File: src/rtl/rect_pulse_sequencer_pkg.sv
// Shared types for the rectangular pulse sequencer: phase encoding, config bundle,
// and helpers that walk the phase order while skipping zero-length phases.
package rect_seq_pkg;

  localparam int CNT_W = 16;
  localparam int LVL_W = 12;

  typedef enum logic [2:0] {
    S_IDLE  = 3'd0,
    S_DELAY = 3'd1,
    S_RISE  = 3'd2,
    S_HIGH  = 3'd3,
    S_FALL  = 3'd4,
    S_LOW   = 3'd5
  } state_t;

  typedef struct packed {
    logic [CNT_W-1:0] td;
    logic [CNT_W-1:0] tr;
    logic [CNT_W-1:0] th;
    logic [CNT_W-1:0] tf;
    logic [CNT_W-1:0] tl;
    logic [LVL_W-1:0] level;
    logic [LVL_W-1:0] rstep;
    logic [LVL_W-1:0] fstep;
    logic [CNT_W-1:0] periods;
  } cfg_t;

  function automatic logic [CNT_W-1:0] phase_dur(state_t s, cfg_t c);
    case (s)
      S_DELAY: return c.td;
      S_RISE:  return c.tr;
      S_HIGH:  return c.th;
      S_FALL:  return c.tf;
      S_LOW:   return c.tl;
      default: return '0;
    endcase
  endfunction

  // First non-zero phase strictly after cur; S_IDLE means the period is exhausted.
  function automatic state_t next_phase(state_t cur, cfg_t c);
    state_t nxt;
    nxt = S_IDLE;
    for (int i = 5; i >= 1; i--)
      if (i > int'(cur) && phase_dur(state_t'(i[2:0]), c) != '0) nxt = state_t'(i[2:0]);
    return nxt;
  endfunction

endpackage

File: src/rtl/rect_pulse_sequencer_if.sv
// Configuration handshake bundle: register front end (master) to sequencer (slave).
interface rect_pulse_sequencer_if #(
  parameter int CNT_W = rect_seq_pkg::CNT_W,
  parameter int LVL_W = rect_seq_pkg::LVL_W
);
  logic             cfg_valid;
  logic             cfg_ready;
  logic [CNT_W-1:0] cfg_td, cfg_tr, cfg_th, cfg_tf, cfg_tl, cfg_periods;
  logic [LVL_W-1:0] cfg_level, cfg_rstep, cfg_fstep;

  modport master (
    output cfg_valid, cfg_td, cfg_tr, cfg_th, cfg_tf, cfg_tl, cfg_periods,
           cfg_level, cfg_rstep, cfg_fstep,
    input  cfg_ready
  );

  modport slave (
    input  cfg_valid, cfg_td, cfg_tr, cfg_th, cfg_tf, cfg_tl, cfg_periods,
           cfg_level, cfg_rstep, cfg_fstep,
    output cfg_ready
  );
endinterface

File: src/rtl/rect_pulse_sequencer_phase_timer.sv
// Loadable down-counter timing one phase: load duration-1 on entry, expire at zero.
module phase_timer #(
  parameter int CNT_W = 16
) (
  input  logic             clk,
  input  logic             rst,
  input  logic             load,
  input  logic [CNT_W-1:0] load_val,
  output logic [CNT_W-1:0] value,
  output logic             expire
);
  logic [CNT_W-1:0] value_q, value_d;

  always_comb begin
    value_d = value_q;
    if (load)               value_d = load_val;
    else if (value_q != '0) value_d = value_q - CNT_W'(1);
  end

  always_ff @(posedge clk) begin
    if (rst) value_q <= '0;
    else     value_q <= value_d;
  end

  assign value  = value_q;
  assign expire = (value_q == '0);
endmodule

File: src/rtl/rect_pulse_sequencer.sv
// Pulse source sequencer: DELAY/RISE/HIGH/FALL/LOW phases with a saturating amplitude
// ramp, repeated for a programmed number of periods (0 = until stop).
module rect_pulse_sequencer #(
  parameter int CNT_W = rect_seq_pkg::CNT_W,
  parameter int LVL_W = rect_seq_pkg::LVL_W
) (
  input  logic                    clk,
  input  logic                    rst,
  rect_pulse_sequencer_if.slave   cfg,
  input  logic                    start,
  input  logic                    stop,
  output logic [LVL_W-1:0]        level_out,
  output logic [2:0]              phase_out,
  output logic                    busy,
  output logic                    done,
  output logic                    err
);
  import rect_seq_pkg::*;

  cfg_t             cfg_q, cfg_d, cfg_in, cfg_eff;
  state_t           state_q, state_d, nxt;
  logic [LVL_W-1:0] level_q, level_d;
  logic [CNT_W-1:0] period_q, period_d, period_inc;
  logic [CNT_W-1:0] tmr_load_val, tmr_value;
  logic [LVL_W:0]   rise_sum;
  logic             err_q, err_d, done_c, tmr_load, tmr_expire, idle;

  assign idle          = (state_q == S_IDLE);
  assign cfg.cfg_ready = idle;
  assign cfg_in = {cfg.cfg_td, cfg.cfg_tr, cfg.cfg_th, cfg.cfg_tf, cfg.cfg_tl,
                   cfg.cfg_level, cfg.cfg_rstep, cfg.cfg_fstep, cfg.cfg_periods};
  // A config accepted in the same cycle as start is the one that start uses.
  assign cfg_eff = (idle && cfg.cfg_valid) ? cfg_in : cfg_q;
  assign cfg_d   = cfg_eff;

  always_comb begin
    state_d    = state_q;
    period_d   = period_q;
    err_d      = 1'b0;
    done_c     = 1'b0;
    nxt        = next_phase(state_q, cfg_eff);
    period_inc = period_q + CNT_W'(1);
    if (idle) begin
      if (start && !stop) begin
        if (~|{cfg_eff.tr, cfg_eff.th, cfg_eff.tf, cfg_eff.tl}) err_d = 1'b1;
        else begin
          state_d  = nxt;
          period_d = '0;
        end
      end
    end else if (stop) begin
      state_d = S_IDLE;
    end else if (tmr_expire) begin
      if (nxt != S_IDLE) state_d = nxt;
      else begin
        period_d = period_inc;
        if (cfg_eff.periods != '0 && period_inc == cfg_eff.periods) begin
          done_c  = 1'b1;
          state_d = S_IDLE;
        end else begin
          state_d = next_phase(S_DELAY, cfg_eff);  // later periods skip DELAY
        end
      end
    end
    tmr_load     = (state_d != S_IDLE) && (idle || tmr_expire);
    tmr_load_val = phase_dur(state_d, cfg_eff) - CNT_W'(1);
  end

  // Level follows the phase being entered/held; HIGH and LOW force their levels.
  always_comb begin
    rise_sum = {1'b0, level_q} + {1'b0, cfg_eff.rstep};
    case (state_d)
      S_RISE:  level_d = (rise_sum > {1'b0, cfg_eff.level}) ? cfg_eff.level : rise_sum[LVL_W-1:0];
      S_HIGH:  level_d = cfg_eff.level;
      S_FALL:  level_d = (level_q > cfg_eff.fstep) ? level_q - cfg_eff.fstep : '0;
      default: level_d = '0;
    endcase
  end

  phase_timer #(.CNT_W(CNT_W)) u_tmr (
    .clk      (clk),
    .rst      (rst),
    .load     (tmr_load),
    .load_val (tmr_load_val),
    .value    (tmr_value),
    .expire   (tmr_expire)
  );

  always_ff @(posedge clk) begin
    if (rst) begin
      state_q  <= S_IDLE;
      level_q  <= '0;
      period_q <= '0;
      err_q    <= 1'b0;
      cfg_q    <= '0;
    end else begin
      state_q  <= state_d;
      level_q  <= level_d;
      period_q <= period_d;
      err_q    <= err_d;
      cfg_q    <= cfg_d;
      assert (idle || tmr_value < phase_dur(state_q, cfg_q));
    end
  end

  assign level_out = level_q;
  assign phase_out = state_q;
  assign busy      = !idle;
  assign done      = done_c && !rst;
  assign err       = err_q;
endmodule

File: src/flat_wrapper.sv
// flat-port wrapper written by rule: the top's interface ports become plain ports
module rect_pulse_sequencer_flat import rect_seq_pkg::*;
#(
  parameter int CNT_W = rect_seq_pkg::CNT_W,
  parameter int LVL_W = rect_seq_pkg::LVL_W
)
  (clk, rst, start, stop, level_out, phase_out, busy, done, err, cfg_cfg_valid, cfg_cfg_td, cfg_cfg_tr, cfg_cfg_th, cfg_cfg_tf, cfg_cfg_tl, cfg_cfg_periods, cfg_cfg_level, cfg_cfg_rstep, cfg_cfg_fstep, cfg_cfg_ready);
  rect_pulse_sequencer_if #(.CNT_W(CNT_W), .LVL_W(LVL_W)) cfg_i ();
  input  logic clk;
  input  logic rst;
  input  logic start;
  input  logic stop;
  output logic [LVL_W-1:0] level_out;
  output logic [2:0] phase_out;
  output logic busy;
  output logic done;
  output logic err;
  input wire logic [$bits(cfg_i.cfg_valid)-1:0] cfg_cfg_valid;
  input wire logic [$bits(cfg_i.cfg_td)-1:0] cfg_cfg_td;
  input wire logic [$bits(cfg_i.cfg_tr)-1:0] cfg_cfg_tr;
  input wire logic [$bits(cfg_i.cfg_th)-1:0] cfg_cfg_th;
  input wire logic [$bits(cfg_i.cfg_tf)-1:0] cfg_cfg_tf;
  input wire logic [$bits(cfg_i.cfg_tl)-1:0] cfg_cfg_tl;
  input wire logic [$bits(cfg_i.cfg_periods)-1:0] cfg_cfg_periods;
  input wire logic [$bits(cfg_i.cfg_level)-1:0] cfg_cfg_level;
  input wire logic [$bits(cfg_i.cfg_rstep)-1:0] cfg_cfg_rstep;
  input wire logic [$bits(cfg_i.cfg_fstep)-1:0] cfg_cfg_fstep;
  output wire logic [$bits(cfg_i.cfg_ready)-1:0] cfg_cfg_ready;
  assign cfg_i.cfg_valid = cfg_cfg_valid;
  assign cfg_i.cfg_td = cfg_cfg_td;
  assign cfg_i.cfg_tr = cfg_cfg_tr;
  assign cfg_i.cfg_th = cfg_cfg_th;
  assign cfg_i.cfg_tf = cfg_cfg_tf;
  assign cfg_i.cfg_tl = cfg_cfg_tl;
  assign cfg_i.cfg_periods = cfg_cfg_periods;
  assign cfg_i.cfg_level = cfg_cfg_level;
  assign cfg_i.cfg_rstep = cfg_cfg_rstep;
  assign cfg_i.cfg_fstep = cfg_cfg_fstep;
  assign cfg_cfg_ready = cfg_i.cfg_ready;
  rect_pulse_sequencer #(.CNT_W(CNT_W), .LVL_W(LVL_W)) u_core (.clk(clk), .rst(rst), .cfg(cfg_i), .start(start), .stop(stop), .level_out(level_out), .phase_out(phase_out), .busy(busy), .done(done), .err(err));
endmodule
File: config.mk
export PLATFORM = sky130hd
export DESIGN_NAME = rect_pulse_sequencer_flat
export DESIGN_NICKNAME = d
export VERILOG_FILES = /design/src/rtl/rect_pulse_sequencer_pkg.sv /design/src/rtl/rect_pulse_sequencer_if.sv /design/src/rtl/rect_pulse_sequencer_phase_timer.sv /design/src/rtl/rect_pulse_sequencer.sv /design/src/flat_wrapper.sv
export SDC_FILE = /design/constraint.sdc
export NUM_CORES = 1
export LEC_CHECK = 0
export ABC_AREA = 1
export ABC_CLOCK_PERIOD_IN_PS = 9200
export BUFFER_PORTS_ARGS = -buffer_cell sky130_fd_sc_hd__buf_4
export CELL_PAD_IN_SITES_DETAIL_PLACEMENT = 0
export CELL_PAD_IN_SITES_GLOBAL_PLACEMENT = 1
export CORE_MARGIN = 2
export CORE_UTILIZATION = 32
export DETAILED_ROUTE_END_ITERATION = 16
export GPL_TIMING_DRIVEN = 0
export HOLD_SLACK_MARGIN = 0.12
export PLACE_DENSITY_LB_ADDON = 0.2
export SLEW_MARGIN = 20
export SYNTH_ARGS = -nofsm -noshare
export SYNTH_HDL_FRONTEND = slang
export SYNTH_SLANG_ARGS = --single-unit
File: constraint.sdc
create_clock -name clk -period 9.2 [get_ports clk]
set_input_delay 0.92 -clock clk [delete_from_list [all_inputs] [get_ports clk]]
set_output_delay 0.92 -clock clk [all_outputs]
set_load 0.005 [all_outputs]
## Word-level counts from Yosys, hierarchy flattened

Index checks and enable logic that the tools add are counted.

- Output and inout bits: 19
- Input bits: 137
- Register bits: 180
- Word-level logic and storage cells: 127

- Add/sub/neg operators: 5
- Magnitude comparators: 7
- Bitwise logic cells: 2
- Reductions and logical operators: 34
- Equality and inequality tests: 10
- Multiplexer cells: 55

Operator list:

| cell | number |
|---|---|
| 2-to-1 mux 16 bit | 28 |
| nonzero test 16 bit | 11 |
| 2-to-1 mux 132 bit | 1 |
| case mux 16 bit (5 select lines) | 1 |
| OR reduction 64 bit | 1 |
| 2-to-1 mux 3 bit | 16 |
| case mux 12 bit (3 select lines) | 1 |
| subtractor 16 x 1 -> 16 bit, second input constant | 2 |
| 2-to-1 mux 12 bit | 2 |
| adder 16 x 1 -> 16 bit, second input constant | 1 |
| equality test 16 bit | 1 |
| logical NOT 16 bit | 1 |
| adder 12 x 12 -> 13 bit | 1 |
| > comparator 13 x 12 -> 1 bit | 1 |
| > comparator 12 bit | 1 |
| subtractor 12 bit | 1 |
| logical AND 1 bit | 10 |
| equality test 3 x 2 -> 1 bit, second input constant | 2 |
| equality test 3 bit, second input constant | 2 |
| > comparator 2 x 3 -> 1 bit, first input constant | 2 |
| > comparator 3 bit, first input constant | 2 |
| 2-to-1 mux 1 bit | 6 |
| nonzero test 3 bit | 2 |
| AND reduction 5 bit | 1 |
| 10 further kinds | 16 |

## Longest topological paths before layout

- Depth after elaboration: 29
- Depth in mapped cells: 37
- Depth with buffers taken out: 34

## By module

From an unflattened synthesis, not the netlist that was laid out.

- Cells, all modules: 1967
- Area, all modules: 12067.8 µm²

Modules (own cells, without submodules):

| module | area an instance (µm²) | cells each | instances | sequential area each (µm²) |
|---|---|---|---|---|
| rect_pulse_sequencer | 10953.0 | 1788 | 1 | 3283.1 |
| phase_timer | 1114.8 | 179 | 1 | 320.3 |

## Least setup slack after synthesis

No wires, ideal clock.

- Path kind: input to register
- Start: input cfg_cfg_valid
- End: register u_core.level_q[6], in the netlist u_core.level_out[6]
- Arrival time: 5.465 ns
- Setup time: 0.119 ns
- Cell stages on the path: 31
- Path buffers: 5
- Setup slack: 3.616 ns
- Required time: 9.081 ns
- Cell sequence: buf_2 nand3_4 inv_2 buf_2 buf_1 buf_1 a21oi_1 ha_1 a21oi_1 nand2_1 a21oi_1 nor2_1 nor2_1 o21ai_0 nand2_1 nand2_1 a21oi_1 o21ai_0 a21oi_1 xor2_1 inv_1 ha_1 nand4_1 or4_1 nand2_1 inv_1 clkbuf_1 o21ai_0 nor2_1 o31ai_1 inv_1

RTL lines:

| element | line | text |
|---|---|---|
| from (decl) | flat_wrapper.sv:18 | `input wire logic [$bits(cfg_i.cfg_valid)-1:0] cfg_cfg_valid;` |
| to (signal assigned) | rect_pulse_sequencer.sv:98 | `level_q <= level_d;` |
| to (decl) | rect_pulse_sequencer.sv:22 | `logic [LVL_W-1:0] level_q, level_d;` |

==> flow_summary.toml <==
[global_route]
total_routing_usage_reported_by_global_routing_pct = 23.8
grt_overflow_total = 0
global_route_wire_length_before_repair_um = 65300
number_of_antenna_violations_at_the_first_check_in_global_routing = 2
grt_pass1_vias = 11208
grt_start_max_net_pins = 17

[placement]
io_buffer_count = 154
last_weighted_congestion_value_of_the_routability_driven_placer = 0.940
detailed_place_hpwl_um = 34800

[final_layout]
layout-drive-gt1-share_pct = 13.1
commonest_non_fill_non_tap_cells_in_the_layout = "513 x nand2_1, 233 x inv_1, 230 x nor2_1, 180 x dfxtp_1, 155 x buf_4"
design.final.nets = 2151
layout.cells.most_common = "nand2_1"
area.growth.synth_to_final_pct = 20.8
num_antenna_cells = 0

[run]
max_cap_violations = 0

[run_status]
status = "completed"

[sta]
slew_headroom_pct = 41.9
final_hold_viol_count = 0
rsz0062_at_grt = "false"
fin_crit_sh_pct = 73.9
worstMarginPinSlew_ns = 0.871
clock-skew-final_ns = 0.00898
fin_tns_setup_ns = 0
achievable-frequency_mhz = 147
setup-violations-final = 0
timing.final.crit_period_ns = 6.80
timing_max_transition_violations_final = 0

[routing]
drc = 0
vias_per_cell = 4.93
detail_route.first_pass.iterations = 8
num_vias = 12030
avgRoutedWirePerCell_um = 17.8
postRouteWirelength_um = 43500
antenna_left = 0
detail_route.iter0.violations = 766

[critical_path]
worst_setup_path_end_kind = "register"
cpMaxStageDelayCell = "or4_1"
critical_path.reg2reg.startpoint = "u_core.phase_out[1]"
timing.critical_path.from = "u_core.phase_out[1]"
setup.worst_path.start_class = "register"
critPathMostFrequentCell = "a21oi_1"
cp_data_arrival_time_ns = 7.14
r2r_slack_ns = 2.40
timing.critical_path.fanout_max = 10
r2r-end = "u_core.level_out[6]"
worst-r2r-cell-count = 31
path_class = "register to register"
critPathRequiredTime_ns = 9.54
worstSetupEndpoint = "u_core.level_out[6]"
cpPeakStageDelay_ns = 0.46

[clock_tree]
cts_resized = 0
cts_made_buffers = 17
tritoncts = "done"
clk_pin_slew_worst_paths_ns = 0.07
cts-htree-levels = 4
cts.sink_count = 180
cts_setup_buffers = 0
clk_root_buffer_cell = "clkbuf_16"
clock_latency_ns = 0.46
cts.hold.buffers_added = 0
cts_buffer_depth = 2

[floorplanning]
design.core.area_sq_um = 34700
floorplan.initialDensity_pct = 32.6
design.die.area_sq_um = 36900
num_rows = 68
pin_count = 156
chip_height_um = 192
dieWidth_um = 192

[logic_synthesis]
post_synth.cell_area_avg_sq_um = 6.28
syn-instance-count = 1801
synth_seq_area_share_pct = 31.9
post_synth_num_cell_types = 52
syn-num-nets = 1978
netlist_area_sq_um = 11300
synth_seq_cells = 180
yosys_warnings = 0

[power]
p_sw_uw = 925
cell_internal_pwr_uw = 1570
share_comb_of_total_power_pct = 32.9
p_sw_share_pct = 37.0
seq_power_share_pct = 35.1
power.ir.vdd_worst_uv = 133
p_leak_uw = 0.00681
finalPower_uw = 2500
power_density_nw_per_um2 = 183
power_frac_clock_pct = 32.0

[worst_hold_path]
holdCritPathClass = "register to register"
-- per-stage QoR --
step           area [sq um]  worst slack, ns  instances  util [%]  hold slack (ns)
4_1_cts               13700             2.53       2442      39.3            0.473
5_1_grt               13700             1.82       2442      39.3            0.489
2_1_floorplan         11300             3.62       1801         -            0.446
3_3_place_gp          13000             2.08       2410      37.5            0.456
3_5_place_dp          13000             2.17       2410      37.5            0.463
6_report              13700             2.40       2442      39.3            0.472
-- critical path: cells and delay by family, from the launching register on --
kind / cells / cell delay (ns)
xor+xnor: 1 / 0.17
compound gates: 9 / 1.88
fa+ha+maj: 2 / 0.64
simple gates: 11 / 1.76
buf+inv: 8 / 1.79
flops: 1 / 0.41
-- flip-flops by register name (all words and copies together) (netlist names) --
register            flops
u_core.cfg_q          132
u_core.err              1
u_core.u_tmr.value     16
u_core.period_q        16
u_core.level_out       12
u_core.phase_out        3
-- power by group through the flow --
stage	combinational (uW)	clock, uW	sequential [uW]
after floorplan	557	0	886
after global placement	812	0	893
after detailed placement	818	0	895
after CTS	823	820	877
after global routing	924	848	883
final	824	800	876
-- worst min-delay path by stage --
stage                        end  depth (start not counted)  slack [ns]               from
2_1_floorplan   u_core.cfg_q[70]                          2        0.45   u_core.cfg_q[70]
3_3_place_gp   u_core.cfg_q[109]                          2        0.46  u_core.cfg_q[109]
3_5_place_dp    u_core.cfg_q[93]                          2        0.46   u_core.cfg_q[93]
4_1_cts         u_core.cfg_q[69]                          2        0.47   u_core.cfg_q[69]
5_1_grt         u_core.cfg_q[85]                          2        0.49   u_core.cfg_q[85]
6_report       u_core.cfg_q[103]                          2        0.47  u_core.cfg_q[103]
-- cell usage after synthesis, drive strengths merged --
cell | count | share of area, %
and2 | 3 | 0.17
o221ai | 8 | 0.62
a21boi | 1 | 0.066
o21bai | 7 | 0.56
or2 | 15 | 0.83
a31oi | 3 | 0.17
o31ai | 1 | 0.066
buf | 36 | 1.7
or4 | 1 | 0.066
nand3b | 6 | 0.40
xnor2 | 3 | 0.23
dfxtp | 180 | 32
a211oi | 14 | 0.93
nand4 | 67 | 3.7
fa | 2 | 0.35
a211o | 1 | 0.077
o32ai | 1 | 0.077
o2111ai | 1 | 0.077
nand3 | 110 | 5.0
clkbuf | 38 | 1.3
o21a | 1 | 0.066
a21o | 1 | 0.066
o211ai | 4 | 0.27
and3 | 1 | 0.055
nor3 | 8 | 0.40
mux2i | 22 | 1.9
a21oi | 120 | 5.4
nor4 | 6 | 0.33
nand2 | 518 | 17
inv | 242 | 8.0
clkinv | 3 | 0.10
ha | 38 | 4.2
nor2 | 239 | 8.3
o22ai | 4 | 0.34
o21ai | 81 | 3.7
xor2 | 15 | 1.2
-- kinds of logic after synthesis --
| kind of cell | after synthesis | synth area share, % |
|---|---|---|
| compound gates | 248 | 12.4 |
| flops | 180 | 31.9 |
| mux | 22 | 1.95 |
| xor+xnor | 18 | 1.39 |
| simple gates | 974 | 36.7 |
| buf+inv | 319 | 11.1 |
| fa+ha+maj | 40 | 4.56 |
-- routing by layer --
metal / track usage (%) / wire length [um] / vias up
met5: 0 / 20 / -
met4: 5.78 / 745 / 4
met3: 4.22 / 2730 / 39
met2: 36.9 / 19000 / 327
met1: 34.0 / 21000 / 5543
li1: - / - / 6117
-- area by class of cell --
cell class / instances / area, sq um
repair buffers: 154 / 1160
plain buffers: 74 / 340
flip-flops and latches: 180 / 3600
multi-input cells: 1302 / 6440
clock buffers: 19 / 453
clock inverters: 13 / 171
well taps: 455 / 569
inverters: 245 / 920
fillers: 3899 / 21100
(Power assumes the default switching activity.)
